--- src/rtl/display_scanout.sv ---
// display_scanout
//   Generates VGA 640x480@60 timing on the pixel clock and scans a 320x240
//   RGB332 framebuffer out of graphics memory, doubling every byte 2x2 onto
//   the screen. Also emits a once-per-frame pulse for software frame pacing.
//
//   Pipeline: S0 = raster counters plus combinational read address,
//             S1 = memory read in flight (GPUData valid), S2 = output pins.
//   Every output has the same two-clock delay from the counter state.
//
// Ports
//   Clock       in   1  pixel clock (shared with the memory controller)
//   Reset       in   1  synchronous, active-high
//   GPUAddress  out 32  byte address to the graphics-memory read port
//   GPUData     in   8  pixel byte, valid one clock after GPUAddress
//   Red/Green/Blue out 4 each  colour outputs
//   HSync, VSync out 1  active-low syncs
//   Blank       out  1  high outside the visible area
//   FrameStart  out  1  one-clock pulse on the first visible pixel of a frame
module display_scanout #(
    parameter int unsigned H_ACTIVE    = 640,
    parameter int unsigned H_FRONT     = 16,
    parameter int unsigned H_SYNC      = 96,
    parameter int unsigned H_BACK      = 48,
    parameter int unsigned V_ACTIVE    = 480,
    parameter int unsigned V_FRONT     = 10,
    parameter int unsigned V_SYNC      = 2,
    parameter int unsigned V_BACK      = 33,
    parameter int unsigned FB_WIDTH    = 320,
    parameter int unsigned SCALE_SHIFT = 1,
    parameter logic [31:0] FB_BASE     = 32'h0
) (
    input  logic        Clock,
    input  logic        Reset,
    output logic [31:0] GPUAddress,
    input  logic [7:0]  GPUData,
    output logic [3:0]  Red,
    output logic [3:0]  Green,
    output logic [3:0]  Blue,
    output logic        HSync,
    output logic        VSync,
    output logic        Blank,
    output logic        FrameStart
);

    localparam int unsigned H_TOTAL = H_ACTIVE + H_FRONT + H_SYNC + H_BACK;
    localparam int unsigned V_TOTAL = V_ACTIVE + V_FRONT + V_SYNC + V_BACK;
    localparam int unsigned HW      = $clog2(H_TOTAL);
    localparam int unsigned VW      = $clog2(V_TOTAL);

    localparam logic [HW-1:0] H_LAST = HW'(H_TOTAL - 1);
    localparam logic [HW-1:0] H_ACT  = HW'(H_ACTIVE);
    localparam logic [HW-1:0] H_SS   = HW'(H_ACTIVE + H_FRONT);
    localparam logic [HW-1:0] H_SE   = HW'(H_ACTIVE + H_FRONT + H_SYNC);
    localparam logic [VW-1:0] V_LAST = VW'(V_TOTAL - 1);
    localparam logic [VW-1:0] V_ACT  = VW'(V_ACTIVE);
    localparam logic [VW-1:0] V_SS   = VW'(V_ACTIVE + V_FRONT);
    localparam logic [VW-1:0] V_SE   = VW'(V_ACTIVE + V_FRONT + V_SYNC);
    // Low SCALE_SHIFT bits of VCount; all ones marks the last repeat of a row.
    localparam logic [VW-1:0] V_MASK = VW'((1 << SCALE_SHIFT) - 1);

    logic [HW-1:0] r_hcount;
    logic [VW-1:0] r_vcount;
    logic [31:0]   r_rowbase;

    logic w_hwrap;
    logic w_active0;
    logic w_hs0;
    logic w_vs0;
    logic w_fs0;

    logic r_active1;
    logic r_hs1;
    logic r_vs1;
    logic r_fs1;

    // ---------------- S0: raster counters and framebuffer row base ----------
    always_ff @(posedge Clock) begin
        if (Reset) begin
            r_hcount  <= '0;
            r_vcount  <= '0;
            r_rowbase <= '0;
        end else if (w_hwrap) begin
            r_hcount <= '0;
            if (r_vcount == V_LAST) begin
                r_vcount  <= '0;
                r_rowbase <= '0;
            end else begin
                r_vcount <= r_vcount + 1'b1;
                // Advance one framebuffer row after its last replicated line.
                if (((r_vcount & V_MASK) == V_MASK) && (r_vcount < V_ACT)) begin
                    r_rowbase <= r_rowbase + 32'(FB_WIDTH);
                end
            end
        end else begin
            r_hcount <= r_hcount + 1'b1;
        end
    end

    always_comb begin
        w_hwrap   = (r_hcount == H_LAST);
        w_active0 = (r_hcount < H_ACT) && (r_vcount < V_ACT);
        w_hs0     = !((r_hcount >= H_SS) && (r_hcount < H_SE));
        w_vs0     = !((r_vcount >= V_SS) && (r_vcount < V_SE));
        w_fs0     = (r_hcount == '0) && (r_vcount == '0);
        GPUAddress = FB_BASE;
        if (w_active0) begin
            GPUAddress = FB_BASE + r_rowbase + 32'(r_hcount >> SCALE_SHIFT);
        end
    end

    // ---------------- S1: timing flags wait for the memory read -------------
    always_ff @(posedge Clock) begin
        if (Reset) begin
            r_active1 <= 1'b0;
            r_hs1     <= 1'b1;
            r_vs1     <= 1'b1;
            r_fs1     <= 1'b0;
        end else begin
            r_active1 <= w_active0;
            r_hs1     <= w_hs0;
            r_vs1     <= w_vs0;
            r_fs1     <= w_fs0;
        end
    end

    // ---------------- S2: output registers ----------------------------------
    always_ff @(posedge Clock) begin
        if (Reset) begin
            Red        <= '0;
            Green      <= '0;
            Blue       <= '0;
            HSync      <= 1'b1;
            VSync      <= 1'b1;
            Blank      <= 1'b1;
            FrameStart <= 1'b0;
        end else begin
            if (r_active1) begin
                // RGB332 widened to 4 bits by repeating the top bits.
                Red   <= {GPUData[7:5], GPUData[7]};
                Green <= {GPUData[4:2], GPUData[4]};
                Blue  <= {GPUData[1:0], GPUData[1:0]};
            end else begin
                Red   <= '0;
                Green <= '0;
                Blue  <= '0;
            end
            HSync      <= r_hs1;
            VSync      <= r_vs1;
            Blank      <= ~r_active1;
            FrameStart <= r_fs1;
        end
    end

endmodule
--- config.mk ---
export PLATFORM = sky130hd
export DESIGN_NAME = display_scanout
export DESIGN_NICKNAME = d
export VERILOG_FILES = /design/src/rtl/display_scanout.sv
export SDC_FILE = /design/constraint.sdc
export NUM_CORES = 1
export LEC_CHECK = 0
export CORE_MARGIN = 2
export CORE_UTILIZATION = 55
export CTS_BUF_LIST = sky130_fd_sc_hd__clkbuf_4
export DETAILED_ROUTE_END_ITERATION = 8
export MAX_ROUTING_LAYER = met4
export PLACE_DENSITY = 0.82
export SYNTH_ARGS = -nofsm -noshare
export SYNTH_HDL_FRONTEND = slang
export SYNTH_SLANG_ARGS = --single-unit
--- constraint.sdc ---
create_clock -name Clock -period 2.5 [get_ports Clock]
set_clock_uncertainty 0.2 [all_clocks]
set_input_delay 0.25 -clock Clock [delete_from_list [all_inputs] [get_ports Clock]]
set_output_delay 0.25 -clock Clock [all_outputs]
set_load 0.05 [all_outputs]
# == Word level (Yosys, flattened, before mapping) ==
# Cells that the tools add are included.
# word_totals
ff_bits,72
wordCells,44
in_bits,10
out_inout_bits,48
# classes
eq_ne,2
order_cmp,6
n_reduce_logical,13
addsub,4
n_bitwise,1
n_mux,4
# ops
cell,n
2-to-1 mux 32 bit,3
adder 32 x 9 -> 32 bit,1
"adder 32 x 9 -> 32 bit, second input constant",1
"adder 10 x 1 -> 10 bit, second input constant",2
"== test 10 bit, second input constant",2
zero test 10 bit,2
"less-than comparator 10 bit, second input constant",2
"less-than comparator 10 x 9 -> 1 bit, second input constant",2
"greater-or-equal comparator 10 bit, second input constant",1
"greater-or-equal comparator 10 x 9 -> 1 bit, second input constant",1
2-to-1 mux 10 bit,1
logical AND 1 bit,5
OR reduction 2 bit,2
zero test 1 bit,2
AND reduction 2 bit,1
nonzero test 2 bit,1
NOT 1 bit,1

# == Longest topological paths before layout ==
# Gate-level depths: netlist of the first run.
# logic_depth
word_depth,4
mapped_depth,9
mapped_depth_nobuf,7

# == Worst setup path before layout of the first run ==
# No wires, ideal clock.
# synth_timing
path_kind,reg-to-output
start,register r_hcount[8]
end,output GPUAddress[15]
stages_incl_launch_ff,7
n_path_buf,1
arrival_ns,2.617
t_required_ns,2.050
path_slack_ns,-0.567
cell_sequence,dfxtp_1 ha_1 a21o_1 a21oi_1 clkbuf_1 nor3_1 nor3_1
# synth_via
elab_chain_len,3
elab_cells_between_ends,4
classes_between,1 x add/sub; 1 x order compare; 1 x mux; 1 x reduce/logical
# synth_lines
element,line,text
start: declaration,61,logic [HW-1:0] r_hcount;
start signal: assignment,95,r_hcount <= r_hcount + 1'b1;
branches (longest 2 deep; another with adder 32 x 9 -> 32 bit),--,
2-to-1 mux 32 bit *,106,if (w_active0) begin
end: declaration,34,"output logic [31:0] GPUAddress,"
# Every way passes the cells marked *.

# == Final worst setup path of the first run ==
# layout_timing
start,register r_rowbase[7]
end,output GPUAddress[23]
# layout_via
elab_chain_len,2
# layout_lines
element,line,text
start: declaration,63,logic [31:0] r_rowbase;
start signal: assignment,91,r_rowbase <= r_rowbase + 32'(FB_WIDTH);
adder 32 x 9 -> 32 bit,107,GPUAddress = FB_BASE + r_rowbase + 32'(r_hcount >> SCALE_SHIFT);
2-to-1 mux 32 bit,106,
# Every way passes these cells.

==> results of run 1 <==
[routing by layer]
| metal | wire, um | share of wire | global-route usage | vias up |
|---|---|---|---|---|
| li1 | - | - | - | 1610 |
| met1 | 4434 | 0.36 | 0.3897 | 1747 |
| met2 | 5629 | 0.46 | 0.5065 | 326 |
| met3 | 1350 | 0.11 | 0.08804 | 111 |
| met4 | 754 | 0.062 | 0.1367 | 0 |
| met5 | 0 | 0 | - | - |
[cells in the final DEF, fill, tap and decap left out, types with 5 or more instances in the layout]
master / synthesis / routed
sky130_fd_sc_hd__xnor2_2: 0 / 10
sky130_fd_sc_hd__nand3_1: 13 / 10
sky130_fd_sc_hd__a21oi_1: 10 / 6
sky130_fd_sc_hd__xnor2_1: 32 / 22
sky130_fd_sc_hd__clkbuf_4: 0 / 9
sky130_fd_sc_hd__nor2_2: 0 / 15
sky130_fd_sc_hd__and3_1: 16 / 15
sky130_fd_sc_hd__nand2_1: 20 / 14
sky130_fd_sc_hd__and2_1: 11 / 11
sky130_fd_sc_hd__nor3_4: 0 / 5
sky130_fd_sc_hd__nor4_4: 0 / 5
sky130_fd_sc_hd__nor3_1: 20 / 14
sky130_fd_sc_hd__nor2_1: 73 / 50
sky130_fd_sc_hd__nand4_1: 20 / 20
sky130_fd_sc_hd__ha_1: 8 / 6
sky130_fd_sc_hd__nor4_1: 15 / 10
sky130_fd_sc_hd__o21ai_0: 6 / 5
sky130_fd_sc_hd__xor2_1: 24 / 23
sky130_fd_sc_hd__dfxtp_1: 62 / 41
sky130_fd_sc_hd__inv_1: 8 / 8
sky130_fd_sc_hd__clkdlybuf4s50_1: 0 / 25
sky130_fd_sc_hd__dfxtp_4: 0 / 8
sky130_fd_sc_hd__buf_12: 0 / 27
sky130_fd_sc_hd__buf_4: 4 / 53
sky130_fd_sc_hd__and4_1: 6 / 6
sky130_fd_sc_hd__nor2_4: 0 / 8
sky130_fd_sc_hd__dfxtp_2: 0 / 13
[cells by family (layout without fill, tap and decap cells)]
kind of cell,after synthesis,count (layout),share of synthesized area
XOR/XNOR,56,56,0.1449
AO/OA/AOI/OAI,26,26,0.04880
adder cells (fa/ha/maj),8,8,0.02958
buffers and inverters,37,134,0.05250
AND/OR/NAND/NOR,223,223,0.3542
flip-flops,62,62,0.3667
multiplexers,1,1,0.003327
[power by group through the flow]
stage,clock (W),sequential [W],combinational (W)
finish,0.000636,0.00100,0.000133
detailed placement,0,0.00103,0.000130
CTS,0.000621,0.00100,0.000131
global placement,0,0.00103,0.000127
global route,0.000667,0.00100,0.000140
floorplan,0,0.00105,0.0000538
[metrics by stage]
step	hold slack, ns	std cells	setup WS, ns	total power, W
detailed placement	0.2022	550	0.05914	0.001161
global route	0.1477	585	-0.3894	0.001809
finish	0.1393	585	-0.3496	0.001770
floorplan	0.1717	413	-0.1444	0.001109
global placement	0.1922	550	-0.04924	0.001156
CTS	0.1529	575	-0.1422	0.001754
[repair_timing]
action,4_1_cts,5_1_grt
hold buffers,0,0
gates resized for setup,55,46
setup buffers,8,9
pin swaps,22,31
cloned,1,1
setup endpoints to repair,23,34
[flip-flops by register name, summed over array words and instances, names as in the netlist]
| register | flops |
|---|---|
| Blank | 1 |
| Blue | 2 |
| FrameStart | 1 |
| Green | 3 |
| HSync | 1 |
| Red | 3 |
| VSync | 1 |
| r_active1 | 1 |
| r_fs1 | 1 |
| r_hcount | 10 |
| r_hs1 | 1 |
| r_rowbase | 26 |
| r_vcount | 10 |
| r_vs1 | 1 |
[worst max-delay path, stage by stage (launching register included)]
cell and delay, ns:
sky130_fd_sc_hd__dfxtp_4 0.37, sky130_fd_sc_hd__ha_4 0.26, sky130_fd_sc_hd__a21o_1 0.22, sky130_fd_sc_hd__a21o_1 0.23, sky130_fd_sc_hd__buf_4 0.14, sky130_fd_sc_hd__buf_6 0.13
sky130_fd_sc_hd__nand3_1 0.09, sky130_fd_sc_hd__xor2_1 0.18, sky130_fd_sc_hd__nor2_2 0.17, sky130_fd_sc_hd__buf_12 0.16
[area by class of cell]
cell class	instances	area share
timing repair buffer	110	0.2418
multi-input combinational	314	0.4654
tap	75	0.01797
sequential	62	0.2466
inverter	8	0.005751
clock inverter	7	0.009585
clock buffer	9	0.01294
[how the worst min path moves through the flow]
stage / from / endpoint / slack, ns / cells past startpoint
finish: GPUData[2] / Green[1] / 0.14 / 2
global placement: r_hs1 / HSync / 0.19 / 1
floorplan: GPUData[1] / Blue[1] / 0.17 / 1
CTS: GPUData[2] / Green[1] / 0.15 / 2
global route: GPUData[2] / Green[1] / 0.15 / 2
detailed placement: r_vs1 / VSync / 0.20 / 1
==> parameters.txt, run 1 <==
Parameter                              Value

Critical path
  CP Data Required Time    2.05 ns
  Destination of the worst register-to-register timing path    r_rowbase[31]
  Startpoint kind of the worst setup timing path    flip-flop
  Critical Path Start    r_rowbase[7]
  Critical Path Fanout Max    4
  Crit path DAT    2.40 ns
  Critical Path Sink Type    primary output
  Cells on worst reg2reg path    5
  Beginning of the worst register-to-register path    r_hcount[4]
  Setup CP Type    reg2out
  Reg-to-reg setup timing slack    -0.16 ns
  Capturing instance or port of the critical path    GPUAddress[23]

CTS
  Buffer levels on the longest clock path    2
  Clock input transition at the sequential cells of the worst setup and hold paths    0.13 ns
  Clock tree from TritonCTS    done
  H-tree levels    3
  Number of buffers created by CTS    9
  Clock Sink Count    62
  Later-pin clock latency in the skew report    0.45 ns
  Clock root buffer    sky130_fd_sc_hd__clkbuf_4

Yosys
  Unique cell type count in the Yosys netlist    43
  Post-synth top cells    73 x sky130_fd_sc_hd__nor2_1, 62 x sky130_fd_sc_hd__dfxtp_1, 32 x sky130_fd_sc_hd__xnor2_1
  Proportion of synthesized chip area in sequential cells    0.3667
  Leading cell types by total area after synthesis    sky130_fd_sc_hd__dfxtp_1 37%, sky130_fd_sc_hd__xnor2_1 8.3%, sky130_fd_sc_hd__nor2_1 8.1%
  Mapped cell area    3384 um2
  Post-synth EDFFs    0
  Count of mapped cells out of synthesis    413
  Total number of yosys warnings    0
  Syn avg cell area    8.195 um2
  Post-synthesis net count    431
  Asr flop ratio synth    0
  Leading cell type by number of instances after synthesis    sky130_fd_sc_hd__nor2_1
  Top flip-flop cell by instance count after synthesis    sky130_fd_sc_hd__dfxtp_1
  Synth top area share    0.3667
  Register bit total from synthesis    62
  Dominant cell type by area after synthesis    sky130_fd_sc_hd__dfxtp_1

Drt
  Total vias in the final route    3794
  Residual DRC    0
  Remaining antenna violation count    0
  DRT iter0 DRCs    526
  Wire length per cell    20.80 um
  Post-DR vias/cell    6.485
  Total Routed Length    12170 um
  Detailed Routing Iterations Pass 1    6

Placement
  HPWL after detailed placement    6450 um
  Total of buffers placed on input and output ports    57
  Final GP Congestion    0.9189
  Post-placement cell area    4539 um2

Flow run
  Max-capacitance violation count    0

Power
  Part of the power in the clock network    0.360
  Lkg Pwr    2.089 nW
  Power density over the cells    339.0 nW/um2
  Internal power summed over all cells    0.001250 W
  Logic pwr share    0.075
  Maximum VDD drop    0.0003221 V
  Sequential share of power    0.565
  Share of total power consumed by net switching    0.2939
  Switching power total    0.0005202 W

Finish
  Layout Nets    523
  Number of antenna repair diodes    0
  Final Cell Area    5221 um2
  Ratio of cells with drive above 1 in the final layout    0.3882
  Sequential cell area in the final layout    1287 um2
  Synthesis-to-layout area growth    54.27%
  Multi-input combinational cell area    2430 um2
  Final core utilization    0.8819
  Number of filler cells placed in the layout    257

Global routing
  Antenna violations before repair    0
  GRT overflow    0
  Global router's overall resource usage    0.3226
  Number of global-route vias before repair    3292
  Largest net degree at the start of global routing    23
  Wire length of the first global-routing pass    16000 um

Timing
  Tightest Pin Transition    0.5116 ns
  Highest clock frequency the design can meet    350.9 MHz
  Final Cycle Share    1.140
  Minimum setup slack in the final design    -0.3496 ns
  Final Hold Vio Count    0
  Final-layout setup total negative slack    -5.999 ns
  RSZ-0062 raised after global routing    yes
  Clock period minus worst slack    2.850 ns
  Rel. slew slack    0.6579
  Final number of max-transition violations    0
  Final setup violation count    31

Floorplanning
  Die Area    6797 um2
  Effective utilization at floorplan    0.5716
  I/O pin cnt    58
  Site Rows    28
  Die Y-Extent    82.45 um
  Die X    82.45 um
  Placeable core region    5921 um2

Worst hold path
  Worst Hold Class    in2reg

Run status
  Result of the run    finished, violations left
  Violations in the final reports    setup timing
Power figures use the tool's default switching activity.
==> run 2: changes to the inputs <==
- CORE_MARGIN: 2 -> not set
==> run 2 against run 1 <==
- the run still ends with setup timing left
- via count is 2.4% lower
- sequential power hardly changed
- total power is 7.5% higher
- die area is 4.8% lower
- hold slack better by 0.013 ns
- critical path depth stayed put
- worst setup slack better by 0.081 ns
- flip-flop and latch count stayed put
- first-iteration DRC count is 22% lower
- register-to-register slack better by 0.13 ns
- critical path type unchanged
- highest routed layer unchanged
==> parameters.txt, run 2 (synthesis results as in run 1) <==
Parameter                              Value

Run status
  Result of the run    finished, violations left (unchanged)
  Violations in the final reports    setup timing (unchanged)

Finish
  Ratio of cells with drive above 1 in the final layout    0.3654 (was 0.3882)
  Post-layout instance count excluding filler cells    584 (was 585)
  Synthesis-to-layout area growth    53.20% (was 54.27%)
  Final core utilization    0.8757 (was 0.8819)
  Largest regs    r_rowbase (26), r_hcount (10), r_vcount (10) (unchanged)
  Layout Nets    522 (was 523)
  Most common cell after layout, fill and taps aside    sky130_fd_sc_hd__nor2_1 (was sky130_fd_sc_hd__buf_4)
  Highest-count cells in the layout ignoring fill and taps    56 x sky130_fd_sc_hd__nor2_1, 54 x sky130_fd_sc_hd__buf_4, 45 x sky130_fd_sc_hd__dfxtp_1 (was 53 x sky130_fd_sc_hd__buf_4, 50 x sky130_fd_sc_hd__nor2_1, 41 x sky130_fd_sc_hd__dfxtp_1)
  Number of antenna repair diodes    0 (unchanged)
  Number of flip-flops in the largest register    26 (unchanged)
  Most flop-heavy register    r_rowbase (unchanged)

Timing
  Minimum setup slack in the final design    -0.2684 ns (was -0.3496 ns)
  Final-layout setup total negative slack    -3.389 ns (was -5.999 ns)
  Highest clock frequency the design can meet    361.2 MHz (was 350.9 MHz)
  RSZ-0062 raised after global routing    yes (unchanged)
  Tightest Pin Transition    0.5245 ns (was 0.5116 ns)
  Final number of max-transition violations    0 (unchanged)
  Rel. slew slack    0.6496 (was 0.6579)
  Final Cycle Share    1.107 (was 1.140)
  Final Hold Vio Count    0 (unchanged)
  Clock period minus worst slack    2.768 ns (was 2.850 ns)
  Final hold slack    0.1523 ns (was 0.1393 ns)
  Final setup violation count    24 (was 31)

Placement
  Total instance count after detailed placement    552 (was 550)
  Final GP Congestion    0.9194 (was 0.9189)
  HPWL after detailed placement    6447 um (was 6450 um)
  Total of buffers placed on input and output ports    57 (unchanged)

CTS
  Later-pin clock latency in the skew report    0.45 ns (about the same)
  Hold buffer count at CTS    0 (unchanged)
  Clock Sink Count    62 (unchanged)
  Clock root buffer    sky130_fd_sc_hd__clkbuf_4 (unchanged)
  H-tree levels    3 (unchanged)
  Buffer levels on the longest clock path    2 (unchanged)
  Number of buffers created by CTS    9 (unchanged)
  Clock tree from TritonCTS    done (unchanged)
  Clock input transition at the sequential cells of the worst setup and hold paths    0.13 ns (about the same)

Drt
  Remaining antenna violation count    0 (unchanged)
  DRT iter0 DRCs    412 (was 526)
  Post-DR vias/cell    6.342 (was 6.485)
  Detailed Routing Iterations Pass 1    8 (was 6)
  Residual DRC    0 (unchanged)
  Total vias in the final route    3704 (was 3794)
  Total Routed Length    11460 um (was 12170 um)
  Wire length per cell    19.63 um (was 20.80 um)

Flow run
  Max-capacitance violation count    0 (unchanged)

Floorplanning
  Effective utilization at floorplan    0.5716 (unchanged)
  Die Y-Extent    80.45 um (was 82.45 um)
  Site Rows    28 (unchanged)
  Placeable core region    5921 um2 (unchanged)
  Die Area    6471 um2 (was 6797 um2)
  Die X    80.45 um (was 82.45 um)
  I/O pin cnt    58 (unchanged)

Critical path
  Critical Path Sink Type    primary output (unchanged)
  CP Data Required Time    2.05 ns (about the same)
  Critical Path Fanout Max    5 (was 4)
  Critical path, cell by cell    nand4_1, buf_4, buf_4, buf_4, nor2_4, nand3_2, xor2_2, nor2_2, buf_12 (was ha_4, a21o_1, a21o_1, buf_4, buf_6, nand3_1, xor2_1, nor2_2, buf_12)
  Crit path DAT    2.32 ns (was 2.40 ns)
  Setup CP Type    reg2out (unchanged)
  Startpoint kind of the worst setup timing path    flip-flop (unchanged)
  Biggest cell delay along the critical path    0.41 ns (was 0.37 ns)
  Most frequent CP cell    sky130_fd_sc_hd__buf_4 (was sky130_fd_sc_hd__a21o_1)
  Cell with the biggest individual delay on the critical path    sky130_fd_sc_hd__dfxtp_4 (unchanged)

Worst hold path
  Worst Hold Class    in2reg (unchanged)

Power
  Maximum VDD drop    0.0003259 V (was 0.0003221 V)
  Power density over the cells    367.0 nW/um2 (was 339.0 nW/um2)
  Lkg Pwr    2.051 nW (was 2.089 nW)

Global routing
  Antenna violations before repair    0 (unchanged)
  Number of global-route vias before repair    3387 (was 3292)
  Global router's overall resource usage    0.3499 (was 0.3226)
  GRT overflow    0 (unchanged)
  Wire length of the first global-routing pass    16620 um (was 16000 um)
  Largest net degree at the start of global routing    28 (was 23)
## run 2: path summary, 6_finish.rpt
path	end	slack [ns]	start	cells after the start
min	Green[1]	0.15	GPUData[2]	2
max	GPUAddress[21]	-0.27	r_rowbase[16]	9
min reg2reg	VSync	0.23	r_vs1	1
max reg2reg	r_rowbase[7]	-0.03	r_vcount[0]	9
## run 2: power breakdown
part	leakage, nW	switching [W]	internal [W]
combinational	1.46	0.0000794	0.0000529
clock	0.0732	0.000449	0.000322
sequential	0.514	0.00000727	0.000993
total	2.05	0.000535	0.00137
## run 2: metal layers
| layer | vias up | wire length, um | track usage |
|---|---|---|---|
| met5 | - | 0 | - |
| met4 | 0 | 522 | 0.1696 |
| met3 | 64 | 1019 | 0.09205 |
| met2 | 279 | 5421 | 0.5322 |
| met1 | 1749 | 4500 | 0.4287 |
| li1 | 1612 | - | - |
## run 2: area by class of cell
class	instances	area (um2)
Fill cell	272	735.7
Multi-Input combinational cell	314	2394
Sequential cell	62	1282
Timing Repair Buffer	109	1239
Inverter	8	30.03
Tap cell	75	93.84
Clock inverter	6	71.32
Clock buffer	10	75.07
## run 2: repair_timing
action                     4_1_cts  5_1_grt
resized for setup               60       21
pin swaps                       26       17
setup endpoints to repair       24       32
cloned                           1        0
setup buffers                    9        6
## run 2: metrics by stage
stage	area (um2)	worst slack (ns)	total power, W
floorplan	3495	-0.1444	0.001109
global placement	4554	0.1247	0.001157
detailed placement	4554	0.07240	0.001161
CTS	5047	-0.1097	0.001868
global route	5185	-0.3503	0.001956
finish	5185	-0.2684	0.001903
## run 2: critical path: cells and delay by family, from the launching register on
kind,cells,cell delay (ns)
buffers and inverters,4,0.66
and+or+nand+nor,4,0.62
DFF,1,0.41
xor gates and xnor gates,1,0.18
==> patch, RTL diff (config.mk and constraints of run 1) <==
Register the input `GPUData` before use, without a reset. The logic sees it one clock later.
--- a/src/rtl/display_scanout.sv
+++ b/src/rtl/display_scanout.sv
@@ -57,6 +57,12 @@
     localparam logic [VW-1:0] V_SE   = VW'(V_ACTIVE + V_FRONT + V_SYNC);
     // Low SCALE_SHIFT bits of VCount; all ones marks the last repeat of a row.
     localparam logic [VW-1:0] V_MASK = VW'((1 << SCALE_SHIFT) - 1);
+
+    logic [7:0] GPUData_q;
+
+    always_ff @(posedge Clock) begin
+        GPUData_q <= GPUData;
+    end
 
     logic [HW-1:0] r_hcount;
     logic [VW-1:0] r_vcount;
@@ -136,9 +142,9 @@
         end else begin
             if (r_active1) begin
                 // RGB332 widened to 4 bits by repeating the top bits.
-                Red   <= {GPUData[7:5], GPUData[7]};
-                Green <= {GPUData[4:2], GPUData[4]};
-                Blue  <= {GPUData[1:0], GPUData[1:0]};
+                Red   <= {GPUData_q[7:5], GPUData_q[7]};
+                Green <= {GPUData_q[4:2], GPUData_q[4]};
+                Blue  <= {GPUData_q[1:0], GPUData_q[1:0]};
             end else begin
                 Red   <= '0;
                 Green <= '0;
Behaviour: not the same (a bounded check fails within 4 cycles, from zero or initial values and one cycle with Reset high).
==> patch against run 1 <==
- the flow still finishes with violations (negative setup slack)
- design area up 8.4%
- area after synthesis increased by 8.1%
- sequential cell count up 8
- core utilization up 0.45 points
- register-to-register slack better by 80 ps
- routed wire length grew 15%
- total power rose by 20%
- setup slack better by 15 ps
- largest cell class unchanged
- count of clock-buffer cells in the layout unchanged
- critical path type unchanged
- die area rose by 7.7%
==> patch: results (changes against run 1) <==
metric;value;unit;change
place_area;4850;sq um;+6.9%
worstMarginPinSlew;668;ps;+157 ps
min_from;GPUData[6];;
synthTopCellsByCount;70 x dfxtp_1, 57 x nor2_1, 26 x xnor2_1;;
r2r-start;r_vcount[1];;
worst-endpoint-arrival;2380;ps;-20 ps
vias_per_cell;6.56;;+1.1%
min_to;GPUData_q[6];;
dpl.hpwl;7280;microns;+13%
rrSetupSlack;-80;ps;+80 ps
cts.clk_slew.worst_paths;160;ps;+30 ps
crit_family;simple AND/OR/NAND/NOR gates;;
failed_checks;negative setup slack;;
whs;28.5;ps;-111 ps
setup_viol;27;;-13%
reg2reg_to;r_rowbase[21];;
hold_depth;1;;-1
leakage;2.17;nW;+3.7%
grt_start_max_net_pins;28;;+22%
status;finished with violations;;
yosysUniqueCellTypes;52;;+21%
tns;-5280;ps;+719 ps
startpoint;r_rowbase[19];;
ir_drop;0.000373;V;+16%
finalWorstSetupSlack;-334;ps;+15.4 ps
nNetsFinal;558;;+6.7%
seq_area_frac_synth;38.3;%;+1.6 points
[patch: cell families after synthesis]
| group | share of synthesized area (%) |
|---|---|
| and+or+nand+nor | 29.9 |
| DFF | 38.3 |
| AOI/OAI and AO/OA | 11.6 |
| xor gates and xnor gates | 12.0 |
| buffers and inverters | 5.20 |
| adders and majority gates | 2.74 |
| muxes | 0.274 |
[patch: cell type report]
type / count / area (sq um)
Clock buffer: 9 / 67.6
Inverter: 11 / 41.3
Tap cell: 77 / 96.3
Clock inverter: 6 / 86.3
Fill cell: 276 / 726
Sequential cell: 70 / 1450
Timing Repair Buffer: 135 / 1470
Multi-Input combinational cell: 313 / 2450
[patch: how the worst max path moves through the flow]
| stage | end | slack [ps] | cells past startpoint |
|---|---|---|---|
| floorplan | GPUAddress[23] | -80 | 5 |
| global placement | GPUAddress[30] | 90 | 7 |
| detailed placement | GPUAddress[30] | 40 | 7 |
| CTS | GPUAddress[29] | -170 | 7 |
| global route | GPUAddress[29] | -480 | 7 |
| finish | GPUAddress[29] | -330 | 7 |
[patch: layer usage]
metal  global-route usage, %  wire (microns)  vias to the layer above  share of wire, %
li1                        -               -                     1721                 -
met1                    38.6            5030                     1923                36
met2                    55.8            6760                      323                48
met3                    8.85            1350                      105               9.7
met4                    17.6             822                        0               5.9
met5                       -               0                        -                 0
[patch: worst register-to-register path: stages (launching register included)]
cell      delay [ps]
dfxtp_1          400
inv_1             80
ha_1             130
nor2b_2          250
nand3_2          260
buf_4            250
buf_4            160
a211oi_1         290
buf_4            220
nand3b_1          80
a21oi_1          170
[patch: through the flow]
step,std cells,setup WS (ps)
after floorplan,422,-76.7
after global placement,578,90.5
after detailed placement,578,40.8
after CTS,607,-175
after global routing,621,-481
final,621,-334
[patch: report_power, final]
part	internal [mW]	total, mW	leakage (nW)	switching, mW
Sequential	1.13	1.14	0.583	0.00928
Combinational	0.0534	0.138	1.50	0.0850
Clock	0.399	0.849	0.0822	0.450
[patch: what timing repair did]
action | in CTS | in global routing
hold buffers | 0 | 0
setup endpoints to repair | 26 | 30
pin swaps | 24 | 32
gates resized for setup | 62 | 41
cloned | 0 | 0
setup buffers | 14 | 15
